--- config.mk ---
export PLATFORM = sky130hd
export DESIGN_NAME = neuron_core
export DESIGN_NICKNAME = d
export VERILOG_FILES = /design/src/rtl/neuron_core.sv
export SDC_FILE = /design/constraint.sdc
export NUM_CORES = 1
export LEC_CHECK = 0
export CORE_AREA = 2 2 223 225
export CTS_CLUSTER_SIZE = 25
export DETAILED_ROUTE_END_ITERATION = 7
export DIE_AREA = 0 0 225 227
export PLACE_DENSITY = 0.72
export RECOVER_POWER = 100
export SYNTH_ARGS = -nofsm -noshare
export SYNTH_HDL_FRONTEND = slang
export SYNTH_SLANG_ARGS = --single-unit
export TNS_END_PERCENT = 30
--- constraint.sdc ---
create_clock -name clk -period 6.4 [get_ports clk]
set_input_delay 0.64 -clock clk [delete_from_list [all_inputs] [get_ports clk]]
set_output_delay 0.64 -clock clk [all_outputs]
set_load 0.005 [all_outputs]
--- src/rtl/neuron_core.sv ---
// neuron_core: fixed-point MAC neuron with config-bus loaded weights and bias.
// Define NEURON_RELU_EN at compile time to apply ReLU after saturation.
module neuron_core #(
    parameter int layerNo        = 0,
    parameter int neuronNo       = 0,
    parameter int numWeight      = 10,
    parameter int dataWidth      = 16,
    parameter int weightIntWidth = 1
) (
    input  logic                 clk,
    input  logic                 rst_n,
    input  logic [31:0]          config_layer_num,
    input  logic [31:0]          config_neuron_num,
    input  logic                 weightValid,
    input  logic [31:0]          weightValue,
    input  logic                 biasValid,
    input  logic [31:0]          biasValue,
    input  logic [dataWidth-1:0] myInput,
    input  logic                 myinputValid,
    output logic [dataWidth-1:0] out,
    output logic                 outvalid
);

    localparam int AW   = $clog2(numWeight);
    localparam int F    = dataWidth - weightIntWidth;
    localparam int PW   = 2 * dataWidth;
    localparam int ACCW = PW + AW;
    localparam int YW   = ACCW + 1;
    localparam logic [AW-1:0] LAST_ADDR = AW'(numWeight - 1);
    localparam logic signed [YW-1:0] SAT_MAX = {{(YW-dataWidth+1){1'b0}}, {(dataWidth-1){1'b1}}};
    localparam logic signed [YW-1:0] SAT_MIN = {{(YW-dataWidth+1){1'b1}}, {(dataWidth-1){1'b0}}};

    logic sel;
    logic weight_wr;
    logic bias_wr;

    assign sel       = (config_layer_num == 32'(layerNo)) && (config_neuron_num == 32'(neuronNo));
    assign weight_wr = weightValid & sel;
    assign bias_wr   = biasValid & sel;

    generate
        if (dataWidth < 32) begin : g_unused
            logic unused_cfg_bits;
            assign unused_cfg_bits = ^{weightValue[31:dataWidth], biasValue[31:dataWidth]};
        end
    endgenerate

    logic [dataWidth-1:0] weight_mem [numWeight];

    logic [AW-1:0]               w_addr_d, w_addr_q;
    logic [AW-1:0]               r_addr_d, r_addr_q;
    logic signed [dataWidth-1:0] bias_d, bias_q;

    // S1: RAM read, delayed sample, position tags
    logic                        s1_valid_d, s1_valid_q;
    logic                        s1_first_d, s1_first_q;
    logic                        s1_last_d, s1_last_q;
    logic signed [dataWidth-1:0] s1_weight_d, s1_weight_q;
    logic signed [dataWidth-1:0] s1_input_d, s1_input_q;

    logic                        s2_valid_d, s2_valid_q;
    logic                        s2_first_d, s2_first_q;
    logic                        s2_last_d, s2_last_q;
    logic signed [PW-1:0]        s2_prod_d, s2_prod_q;

    logic signed [ACCW-1:0]      acc_d, acc_q;
    logic                        acc_done_d, acc_done_q;

    logic signed [YW-1:0]        y_d, y_q;
    logic                        y_valid_d, y_valid_q;

    logic [dataWidth-1:0]        out_d, out_q;
    logic                        outvalid_d, outvalid_q;

    logic signed [YW-1:0]        y_shift;
    logic [dataWidth-1:0]        y_sat;

    // NOTE: every signal driven here gets a default first so no latch is inferred.
    always_comb begin
        w_addr_d = w_addr_q;
        if (weight_wr) begin
            w_addr_d = (w_addr_q == LAST_ADDR) ? '0 : w_addr_q + AW'(1);
        end
        r_addr_d = r_addr_q;
        if (myinputValid) begin
            r_addr_d = (r_addr_q == LAST_ADDR) ? '0 : r_addr_q + AW'(1);
        end
        bias_d = bias_wr ? biasValue[dataWidth-1:0] : bias_q;

        // Combinational read of the pre-edge array gives old data on a same-address write.
        s1_valid_d  = myinputValid;
        s1_first_d  = (r_addr_q == '0);
        s1_last_d   = (r_addr_q == LAST_ADDR);
        s1_weight_d = weight_mem[r_addr_q];
        s1_input_d  = myInput;

        s2_valid_d = s1_valid_q;
        s2_first_d = s1_first_q;
        s2_last_d  = s1_last_q;
        s2_prod_d  = s1_weight_q * s1_input_q;

        acc_d      = acc_q;
        acc_done_d = 1'b0;
        if (s2_valid_q) begin
            acc_d      = s2_first_q ? ACCW'(s2_prod_q) : acc_q + ACCW'(s2_prod_q);
            acc_done_d = s2_last_q;
        end

        y_valid_d = acc_done_q;
        y_d       = y_q;
        if (acc_done_q) begin
            y_d = YW'(acc_q) + (YW'(bias_q) <<< F);
        end

        y_shift = y_q >>> F;
        if (y_shift > SAT_MAX) begin
            y_sat = SAT_MAX[dataWidth-1:0];
        end else if (y_shift < SAT_MIN) begin
            y_sat = SAT_MIN[dataWidth-1:0];
        end else begin
            y_sat = y_shift[dataWidth-1:0];
        end
`ifdef NEURON_RELU_EN
        if (y_sat[dataWidth-1]) begin
            y_sat = '0;
        end
`endif
        out_d      = y_valid_q ? y_sat : out_q;
        outvalid_d = y_valid_q;
    end

    // NOTE: weight RAM and pure data stages carry no reset; only state that decides behaviour is cleared.
    always_ff @(posedge clk) begin
        if (weight_wr) begin
            weight_mem[w_addr_q] <= weightValue[dataWidth-1:0];
        end
        s1_weight_q <= s1_weight_d;
        s1_input_q  <= s1_input_d;
        s2_prod_q   <= s2_prod_d;
        y_q         <= y_d;
    end

    // NOTE: sequential state uses non-blocking assignments so every flop samples pre-edge values.
    always_ff @(posedge clk or negedge rst_n) begin
        if (!rst_n) begin
            w_addr_q   <= '0;
            r_addr_q   <= '0;
            bias_q     <= '0;
            s1_valid_q <= 1'b0;
            s1_first_q <= 1'b0;
            s1_last_q  <= 1'b0;
            s2_valid_q <= 1'b0;
            s2_first_q <= 1'b0;
            s2_last_q  <= 1'b0;
            acc_q      <= '0;
            acc_done_q <= 1'b0;
            y_valid_q  <= 1'b0;
            out_q      <= '0;
            outvalid_q <= 1'b0;
        end else begin
            w_addr_q   <= w_addr_d;
            r_addr_q   <= r_addr_d;
            bias_q     <= bias_d;
            s1_valid_q <= s1_valid_d;
            s1_first_q <= s1_first_d;
            s1_last_q  <= s1_last_d;
            s2_valid_q <= s2_valid_d;
            s2_first_q <= s2_first_d;
            s2_last_q  <= s2_last_d;
            acc_q      <= acc_d;
            acc_done_q <= acc_done_d;
            y_valid_q  <= y_valid_d;
            out_q      <= out_d;
            outvalid_q <= outvalid_d;
        end
    end

    assign out      = out_q;
    assign outvalid = outvalid_q;

endmodule

==> results by group, run 1 <==
Outcome
  • Status: finished, violations left
  • Failing checks: capacitance limit, slew limit

Die
  • Die Wd: 225 µm
  • Initial Utilization: 0.494
  • Ports: 166
  • Die Height: 227 µm
  • Die area: 51,100 µm²
  • # rows: 81
  • Core area: 48,500 µm²

Timing
  • Minimum clock period: 6180 ps
  • Least-Margin Pin Slew: 3560 ps
  • Fmax: 0.162 GHz
  • Final Setup Violations: 0
  • Post-Route Setup TNS: 0 ps
  • Worst relative slew slack: -1.37
  • Unrepaired setup endpoints after global routing: no
  • Period Utilization, post-route: 0.965
  • Fin. max-slew vios: 363
  • Clock Skews: 20.2 ps
  • Final Hold Vio Count: 0

Detailed routing
  • Via-per-instance ratio: 5.28
  • Initial drt markers: 762
  • Vias: 15.6k
  • Total routed wirelength: 48,900 µm
  • Total iterations of the first detailed-routing run: 4
  • Antenna viol nets, final: 0
  • WL per Instance: 16.6 µm
  • Residual DRC: 0

Setup path
  • Crit path DAT: 6660 ps
  • CP startpoint kind: flop
  • Worst-path maximum fanout: 10
  • CP max stage cell: fa_1
  • CP most frequent cell: fa_1
  • Cells along the critical path: buf_4 -> and2_1 -> fa_1 -> inv_1 -> fa_1 -> fa_1 -> inv_1 -> fa_1 -> fa_1 -> inv_1 -> fa_1 -> inv_1 -> ha_1 -> a21o_1 -> a21o_1 -> a21oi_1 -> o21ai_0 -> o21bai_1 -> a21oi_1 -> a211o_1 -> inv_1 -> a21oi_1 -> xnor2_1
  • Crit path largest cell delay: 530 ps
  • CP Class: reg2reg
  • Worst Setup End Kind: flop
  • Worst path required time: 6880 ps

Worst hold path
  • Min-Delay Path Class: reg2reg

Logic synthesis
  • Yosys warning total: 0
  • XOR/XNOR Fraction of Synth Area: 0.0289
  • Compound-Gate Fraction of Synth Area: 0.0812
  • Syn Std Cell Area: 24,000 µm²
  • Largest cells by area after synthesis: edfxtp_1 23%, fa_1 22%, dfrtp_1 8.9%
  • Library cells used by synthesis: 64
  • Syn nets: 2,712
  • Cells after Synth: 2,161
  • Area leader, netlist: edfxtp_1
  • Mean Syn Cell Area: 11.1 µm²
  • Number of synthesized flops with an enable pin: 182
  • Post-synthesis sequential area ratio: 0.370
  • Post-synthesis mux area share: 0.0478
  • Adder-cell share of the synthesized area: 0.292
  • Synth Area in Simple Gates: 0.118
  • Post-synth top area share: 0.228
  • Post-synthesis async set-or-reset flop share: 0.257
  • Synthesized flop and latch total: 331
  • Top FF cell, synth: edfxtp_1
  • Main combinational cell family by area after synthesis: adder cells

Clock network
  • CTS Buf Count: 37
  • CTS tree: done
  • Clock slew at reported path FFs: 60 ps
  • CTS Buffer Depth: 3
  • Sink Count: 331
  • Insertion delay to the later sink of the worst-skew pair: 550 ps
  • CTS root buf: clkbuf_16
  • CTS H-Tree Depth: 2

Global routing
  • Vias in the first global route: 16.9k
  • Grt total ovfl: 0
  • First-pass GRT wire length: 83,700 µm
  • Pin count of the biggest net entering global routing: 63
  • Total track usage: 0.204
  • Initial antenna violation count: 5

Flow run
  • Max cap viols: 14

Final layout
  • Reg area: 8890 µm²
  • Post-Layout Inst Area: 27,300 µm²
  • Multi-input gate area: 13,600 µm²
  • Share of post-route cells with drive strength above 1: 0.0730
  • Filler Cell Count: 3,998
  • NumNets Final: 2,850
  • P&R area growth vs syn: 14.0%

Place
  • Port Buf Inserts: 133
  • DP Area: 26,200 µm²
  • Gpl congestion: 0.910
  • HPWL after DPL: 37,800 µm
[flip-flops by register name (all words and copies together), names as in the netlist, 4 cells and up]
register	count
weight_mem	160
s1_weight_q	16
w_addr_q	4
y_q	22
s1_input_q	16
acc_q	36
out	16
s2_prod_q	32
r_addr_q	4
bias_q	16
[critical path: cells and delay by family (launching register included)]
| family | cells | cell delay (ps) |
|---|---|---|
| xor+xnor | 1 | 130 |
| fa+ha+maj | 7 | 3180 |
| buf+inv | 6 | 550 |
| simple gates | 1 | 160 |
| compound gates | 8 | 1630 |
| flops | 1 | 490 |
[synthesized netlist by cell type (all sizes together), types with 52 or more instances]
cell type	number
o21ai	52
dfxtp	64
and2	128
fa	264
inv	320
dfrtp	85
nand2	183
clkbuf	64
nor2	105
ha	138
a21oi	112
edfxtp	182
xnor2	54
[final timing paths]
| kind | endpoint | slack, ps | startpoint | cells past startpoint |
|---|---|---|---|---|
| min | s2_valid_q | 360 | s1_valid_q | 0 |
| max | s2_prod_q[26] | 220 | s1_weight_q[9] | 23 |
| min reg2reg | s2_valid_q | 360 | s1_valid_q | 0 |
| max reg2reg | s2_prod_q[26] | 220 | s1_weight_q[9] | 23 |
| min in group asynchronous | out[6] | 930 | rst_n | 2 |
| max in group asynchronous | s1_last_q | 1490 | rst_n | 3 |
[layer usage]
layer	up-vias	track usage	wire (µm)
met1	7748	0.260	21400
met2	275	0.365	24600
met3	81	0.0284	1820
li1	7480	-	-
met4	8	0.0536	1020
met5	-	0	46
[metrics by stage]
step | utilization | instances | setup WS (ps) | hold WS [ps]
finish | 0.563 | 2951 | 222 | 359
global route | 0.563 | 2950 | 0.528 | 371
CTS | 0.565 | 2950 | 165 | 365
detailed placement | 0.539 | 2881 | 162 | 352
global placement | 0.539 | 2881 | 212 | 331
floorplan | - | 2161 | 616 | 331
[cells in the final DEF (no fill, tap or decap), types with 32 or more instances in the layout]
master           count
a21o_1              32
buf_4               33
clkdlybuf4s50_1     81
and2_1             125
o21ai_0             51
mux4_2              32
dfrtp_1             85
inv_1              320
ha_1               138
a21oi_1            112
nor2_1             105
fa_1               264
dlygate4sd3_1       52
xnor2_1             54
nand2_1            183
dfxtp_1             50
clkbuf_16           39
edfxtp_1           182
[layout make-up]
class	instances	share of cell area
diodes	1	0.0000915
well taps	622	0.0285
repair buffers	171	0.0584
clock inverters	14	0.00567
multi-input cells	1438	0.499
flip-flops and latches	331	0.325
clock buffers	54	0.0396
inverters	320	0.0439
[cell families after synthesis]
group	after synthesis
adders and majority gates	402
buffers and inverters	392
xor gates and xnor gates	79
and+or+nand+nor	574
AOI/OAI and AO/OA	311
DFF	331
muxes	72
[repair_timing]
item / CTS / global route
hold endpoints to repair: 23 / 0
endpoints found under the setup margin: 0 / 4
hold buffers: 1 / 0
setup buffers: 0 / 0
resized for setup: 0 / 17
Power of run 1 is left out: the tool's default activity adds up to more than one toggle a clock period on the data nets, which glitch-free logic cannot reach.
==> run 2, diff against run 1 <==
- CTS_CLUSTER_DIAMETER: unset -> 200
==> run 2 against run 1 <==
  * The flow still finishes with violations (capacitance limit, slew limit)
  * Sequential cell count unchanged
  * Hold slack improved by 9.6 ps
  * Critical path depth is the same
  * Setup slack got worse by 10 ps
  * Maximum frequency is 0.17% lower
  * Sequential share of layout area rose by 0.94 points
  * Register-to-register slack about the same
  * Highest routed layer unchanged
==> results by group, run 2 (same netlist as run 1, synthesis figures left out) <==
Outcome
  • Status: finished, violations left
  • Failing checks: capacitance limit, slew limit

Setup path
  • Worst Setup End Kind: flop
  • Cells along the critical path: buf_4 -> and2_1 -> fa_1 -> inv_1 -> fa_1 -> fa_1 -> inv_1 -> fa_1 -> fa_1 -> inv_1 -> fa_1 -> inv_1 -> ha_1 -> a21o_1 -> a21o_1 -> a21oi_1 -> o21ai_0 -> o21bai_1 -> a21oi_1 -> a211o_1 -> inv_1 -> a21oi_1 -> xnor2_1
  • CP startpoint kind: flop
  • Worst-path maximum fanout: 11
  • Crit path largest cell delay: 530 ps
  • FF-to-FF Start: s1_weight_q[10]
  • Worst path required time: 6880 ps
  • CP Launch Point: s1_weight_q[10]
  • CP max stage cell: fa_1
  • R2R Setup Slk: 210 ps
  • FF-to-FF End: s2_prod_q[26]
  • Crit path DAT: 6670 ps
  • CP most frequent cell: fa_1
  • CP Capture Point: s2_prod_q[26]
  • Worst reg-to-reg path cell count: 23
  • CP Class: reg2reg

Final layout
  • Most common cell after layout, fill and taps aside: inv_1
  • Filler Cell Count: 4,072
  • Most frequent cells in the layout: 320 x inv_1, 264 x fa_1, 183 x nand2_1
  • P&R area growth vs syn: 10.9%
  • Biggest regs: weight_mem x160, acc_q x36, s2_prod_q x32
  • NumNets Final: 2,830
  • Reg area: 8900 µm²
  • Max FFs per register: 160
  • Share of post-route cells with drive strength above 1: 0.0576
  • Multi-input gate area: 13,600 µm²
  • Top reg by flops: weight_mem

Timing
  • Post-route setup slack: 211 ps
  • Unrepaired setup endpoints after global routing: no
  • Minimum clock period: 6190 ps
  • Worst relative slew slack: -1.38
  • Fmax: 0.162 GHz
  • Final Setup Violations: 0
  • Fin. max-slew vios: 363
  • Clock Skews: 26.6 ps
  • Final Hold Vio Count: 0
  • Least-Margin Pin Slew: 3580 ps
  • Period Utilization, post-route: 0.967
  • Post-Route Setup TNS: 0 ps

Clock network
  • Clock slew at reported path FFs: 100 ps
  • CTS root buf: clkbuf_16
  • Insertion delay to the later sink of the worst-skew pair: 540 ps
  • Sink Count: 331
  • CTS Buf Count: 17
  • CTS Buffer Depth: 3
  • CTS H-Tree Depth: 1
  • CTS tree: done
  • Post-CTS setup buffers: 0

Global routing
  • First-pass GRT wire length: 82,600 µm
  • Grt total ovfl: 0
  • Initial antenna violation count: 5
  • Pin count of the biggest net entering global routing: 63
  • Total track usage: 0.200
  • Vias in the first global route: 16.6k

Detailed routing
  • Total routed wirelength: 48,400 µm
  • Via-per-instance ratio: 5.31
  • Residual DRC: 0
  • Vias: 15.5k
  • Met1 wire length: 21,400 µm
  • Met3 WL: 1770 µm
  • WL per Instance: 16.6 µm
  • Antenna viol nets, final: 0
  • Total iterations of the first detailed-routing run: 5
  • Initial drt markers: 796
  • Top Layer Used: met5
  • Detail Route met2 WL: 24,300 µm

Die
  • Die Wd: 225 µm
  • Core area: 48,500 µm²
  • Ports: 166
  • # rows: 81
  • Die area: 51,100 µm²
  • Die Height: 227 µm
  • Initial Utilization: 0.494

Place
  • HPWL after DPL: 37,800 µm
  • Port Buf Inserts: 133
  • Gpl congestion: 0.910
  • Placement Setup Slack: 162 ps

Worst hold path
  • Min-Delay Path Class: reg2reg
  • Hold Crit Start: s1_valid_q

Flow run
  • Max cap viols: 14
run 2: changes by cell type in the layout (fill, tap and decap cells not counted), sizes merged:
| cell | change |
|---|---|
| clkinvlp | -1 |
| clkbuf | -26 |
| bufinv | -2 |
| inv | -3 |
| clkinv | -6 |
run 2: per-stage QoR:
step / instances / util / hold WS, ps / instance area [µm²]
floorplan: 2161 / - / 331 / 24000
global placement: 2881 / 0.539 / 331 / 26200
detailed placement: 2881 / 0.539 / 352 / 26200
CTS: 2912 / 0.549 / 374 / 26700
global route: 2912 / 0.548 / 383 / 26600
finish: 2913 / 0.548 / 369 / 26600
run 2: repair_timing:
item / 4_1_cts / 5_1_grt
hold buffers: 1 / 0
endpoints found under the hold margin: 23 / 0
resized for setup: 0 / 20
endpoints found under the setup margin: 0 / 5
run 2: critical path, delay by kind of cell (launching register included):
family	cells	cell delay, ps
adder cells (fa/ha/maj)	7	3190
AO/OA/AOI/OAI	8	1620
buffers and inverters	6	540
flip-flops	1	490
AND/OR/NAND/NOR	1	160
XOR/XNOR	1	130
run 2: layout make-up:
type / instances / area share
diodes: 1 / 0.0000941
clock buffers: 28 / 0.0175
clock inverters: 2 / 0.00108
inverters: 320 / 0.0452
multi-input cells: 1438 / 0.512
flip-flops and latches: 331 / 0.335
well taps: 622 / 0.0293
repair buffers: 171 / 0.0601
run 2: layer usage:
layer / vias up / global-route usage
met5: - / 0
met4: 8 / 0.0410
met3: 70 / 0.0230
met2: 267 / 0.360
met1: 7707 / 0.262
li1: 7413 / -
run 2: worst min path at each step:
stage,to,slack (ps),depth (start not counted)
final,s2_valid_q,370,0
after global routing,s2_valid_q,380,0
after CTS,s2_valid_q,370,0
after detailed placement,s2_valid_q,350,0
after global placement,s2_valid_q,330,0
after floorplan,s2_first_q,330,0
Power of run 2 is left out for the same reason.
==> run 3, diff against run 2 <==
- GPL_TIMING_DRIVEN: unset -> 0
- clock period: 6.4 -> 6.6 ns (I/O delays scaled with it)
==> run 3 against run 2 <==
  * The run still ends with capacitance limit, slew limit left
  * Sequential share of layout area down 0.17 points
  * Global-route usage up 2.4 points
  * Wire length is 13% higher
  * Maximum frequency shrank 3.5%
  * Sequential cell count stayed put
  * Setup slack lost 25 ps
  * Utilization increased by 0.43 points
  * Clock-buffer cell count did not move
  * Non-clock buffer count increased by 48
  * Hold slack worse by 0.88 ps
  * Critical path type unchanged
==> results by group, run 3 (same netlist as run 1, synthesis figures left out) <==
Outcome
  • Status: finished, violations left
  • Failing checks: capacitance limit, slew limit

Timing
  • Fin. max-slew vios: 65
  • Unrepaired setup endpoints after global routing: yes
  • Final Setup Violations: 0
  • Period Utilization, post-route: 0.972
  • Worst relative slew slack: -1.39
  • Fmax: 0.156 GHz
  • Minimum clock period: 6410 ps
  • Final Hold Vio Count: 0
  • Clock Skews: 22.9 ps
  • Least-Margin Pin Slew: 3580 ps

Place
  • Placed cell count: 2,928
  • Gpl congestion: 0.965
  • HPWL after DPL: 44,000 µm
  • Port Buf Inserts: 133

Clock network
  • CTS tree: done
  • CTS Buffer Depth: 3
  • Hold bufs inserted after CTS: 0
  • CTS root buf: clkbuf_16
  • Sink Count: 331
  • Clock slew at reported path FFs: 120 ps
  • Insertion delay to the later sink of the worst-skew pair: 550 ps
  • CTS H-Tree Depth: 1
  • CTS Buf Count: 17

Detailed routing
  • WL per Instance: 18.5 µm
  • Initial drt markers: 870
  • Residual DRC: 0
  • Vias: 16.1k
  • Antenna viol nets, final: 0
  • Via-per-instance ratio: 5.43
  • Total iterations of the first detailed-routing run: 5
  • Total routed wirelength: 54,800 µm

Die
  • Die area: 51,100 µm²
  • Core area: 48,500 µm²
  • Die Wd: 225 µm
  • Initial Utilization: 0.494
  • # rows: 81
  • Die Height: 227 µm
  • Ports: 166

Final layout
  • Fin cells: 2,960
  • Most common cell after layout, fill and taps aside: inv_1
  • P&R area growth vs syn: 11.8%
  • Biggest regs: weight_mem x160, acc_q x36, s2_prod_q x32
  • Most frequent cells in the layout: 320 x inv_1, 263 x fa_1, 183 x nand2_1
  • NumNets Final: 2,878
  • Reg area: 8920 µm²
  • Filler Cell Count: 4,072
  • Ant diodes: 0
  • Max FFs per register: 160
  • Top reg by flops: weight_mem
  • Share of post-route cells with drive strength above 1: 0.0629
  • Multi-input gate area: 13,700 µm²

Setup path
  • Worst Setup End Kind: flop
  • Cells along the critical path: buf_2 -> nand2_1 -> fa_1 -> inv_1 -> fa_1 -> inv_1 -> fa_1 -> inv_1 -> fa_1 -> fa_1 -> inv_1 -> fa_1 -> inv_1 -> ha_1 -> nand4_1 -> nor2_1 -> o311ai_2 -> nand3_1 -> nand3_2 -> a41oi_2 -> o211ai_1 -> o21ai_1 -> a21oi_2 -> xnor2_2
  • CP Launch Point: s1_weight_q[5]
  • Crit-path leading delay family: adder cells
  • CP max stage cell: fa_1
  • CP Class: reg2reg
  • Worst Path Buf+Inv: 6
  • Crit path largest cell delay: 520 ps
  • Worst path required time: 7070 ps
  • CP most frequent cell: fa_1
  • Worst-path maximum fanout: 10
  • FF-to-FF Start: s1_weight_q[5]
  • CP startpoint kind: flop
  • R2R Setup Slk: 190 ps
  • Crit path DAT: 6880 ps

Global routing
  • Pin count of the biggest net entering global routing: 65
  • Grt total ovfl: 0
  • Vias in the first global route: 17.4k
  • Total track usage: 0.224
  • Initial antenna violation count: 0
  • First-pass GRT wire length: 89,700 µm

Worst hold path
  • Min-Delay Path Class: reg2reg
  • Hold Crit Start: s1_last_q

Flow run
  • Max cap viols: 1
run 3: what timing repair did:
item / CTS / global route
pin swaps: 1 / 5
buffers inserted: 1 / 2
cloned: 0 / 0
endpoints found under the setup margin: 6 / 5
gates resized for setup: 49 / 68
run 3: stage by stage:
step                TNS [ps]  hold WS, ps  utilization  worst slack [ps]  area [µm²]
floorplan                  0          331            -               816       24000
global placement       -1000          340        0.537              -572       26100
detailed placement     -1370          345        0.541              -604       26300
CTS                        0         15.8        0.554             0.763       26900
global route           -38.2          384        0.552             -23.5       26800
finish                     0          368        0.552               187       26800
run 3: worst reg2reg max path: stages, from the launching register on:
cell and delay, ps:
dfxtp_2 460, buf_2 290, nand2_1 100, fa_1 480
inv_1 60, fa_1 510, inv_1 60, fa_1 520
inv_1 50, fa_1 450, fa_1 500, inv_1 50
fa_1 470, inv_1 40, ha_1 410, nand4_1 210
nor2_1 190, o311ai_2 160, nand3_1 160, nand3_2 110
a41oi_2 260, o211ai_1 200, o21ai_1 290, a21oi_2 120
xnor2_2 210
run 3: metal layers:
metal  GRT usage  up-vias  routed length [µm]  part of all wire
li1            -     7523                   -                 -
met1       0.277     7976               22500              0.41
met2       0.407      456               27800              0.51
met3      0.0241      103                2540             0.046
met4      0.0767        0                1940             0.035
met5           0        -                   0                 0
run 3: final timing paths:
check / end / cells after the start
max in group asynchronous: bias_q[10] / 2
min in group asynchronous: acc_q[1] / 1
hold / removal: s2_last_q / 0
setup / recovery: s2_prod_q[31] / 24
setup reg to reg: s2_prod_q[31] / 24
hold reg to reg: s2_last_q / 0
run 3: layout make-up:
| class | instances | area share |
|---|---|---|
| Buffer | 71 | 0.0130 |
| Clock buffer | 28 | 0.0174 |
| Clock inverter | 2 | 0.00107 |
| Inverter | 320 | 0.0448 |
| Multi-Input combinational cell | 1438 | 0.510 |
| Sequential cell | 331 | 0.333 |
| Tap cell | 622 | 0.0290 |
| Timing Repair Buffer | 148 | 0.0520 |
Power of run 3 is left out for the same reason.
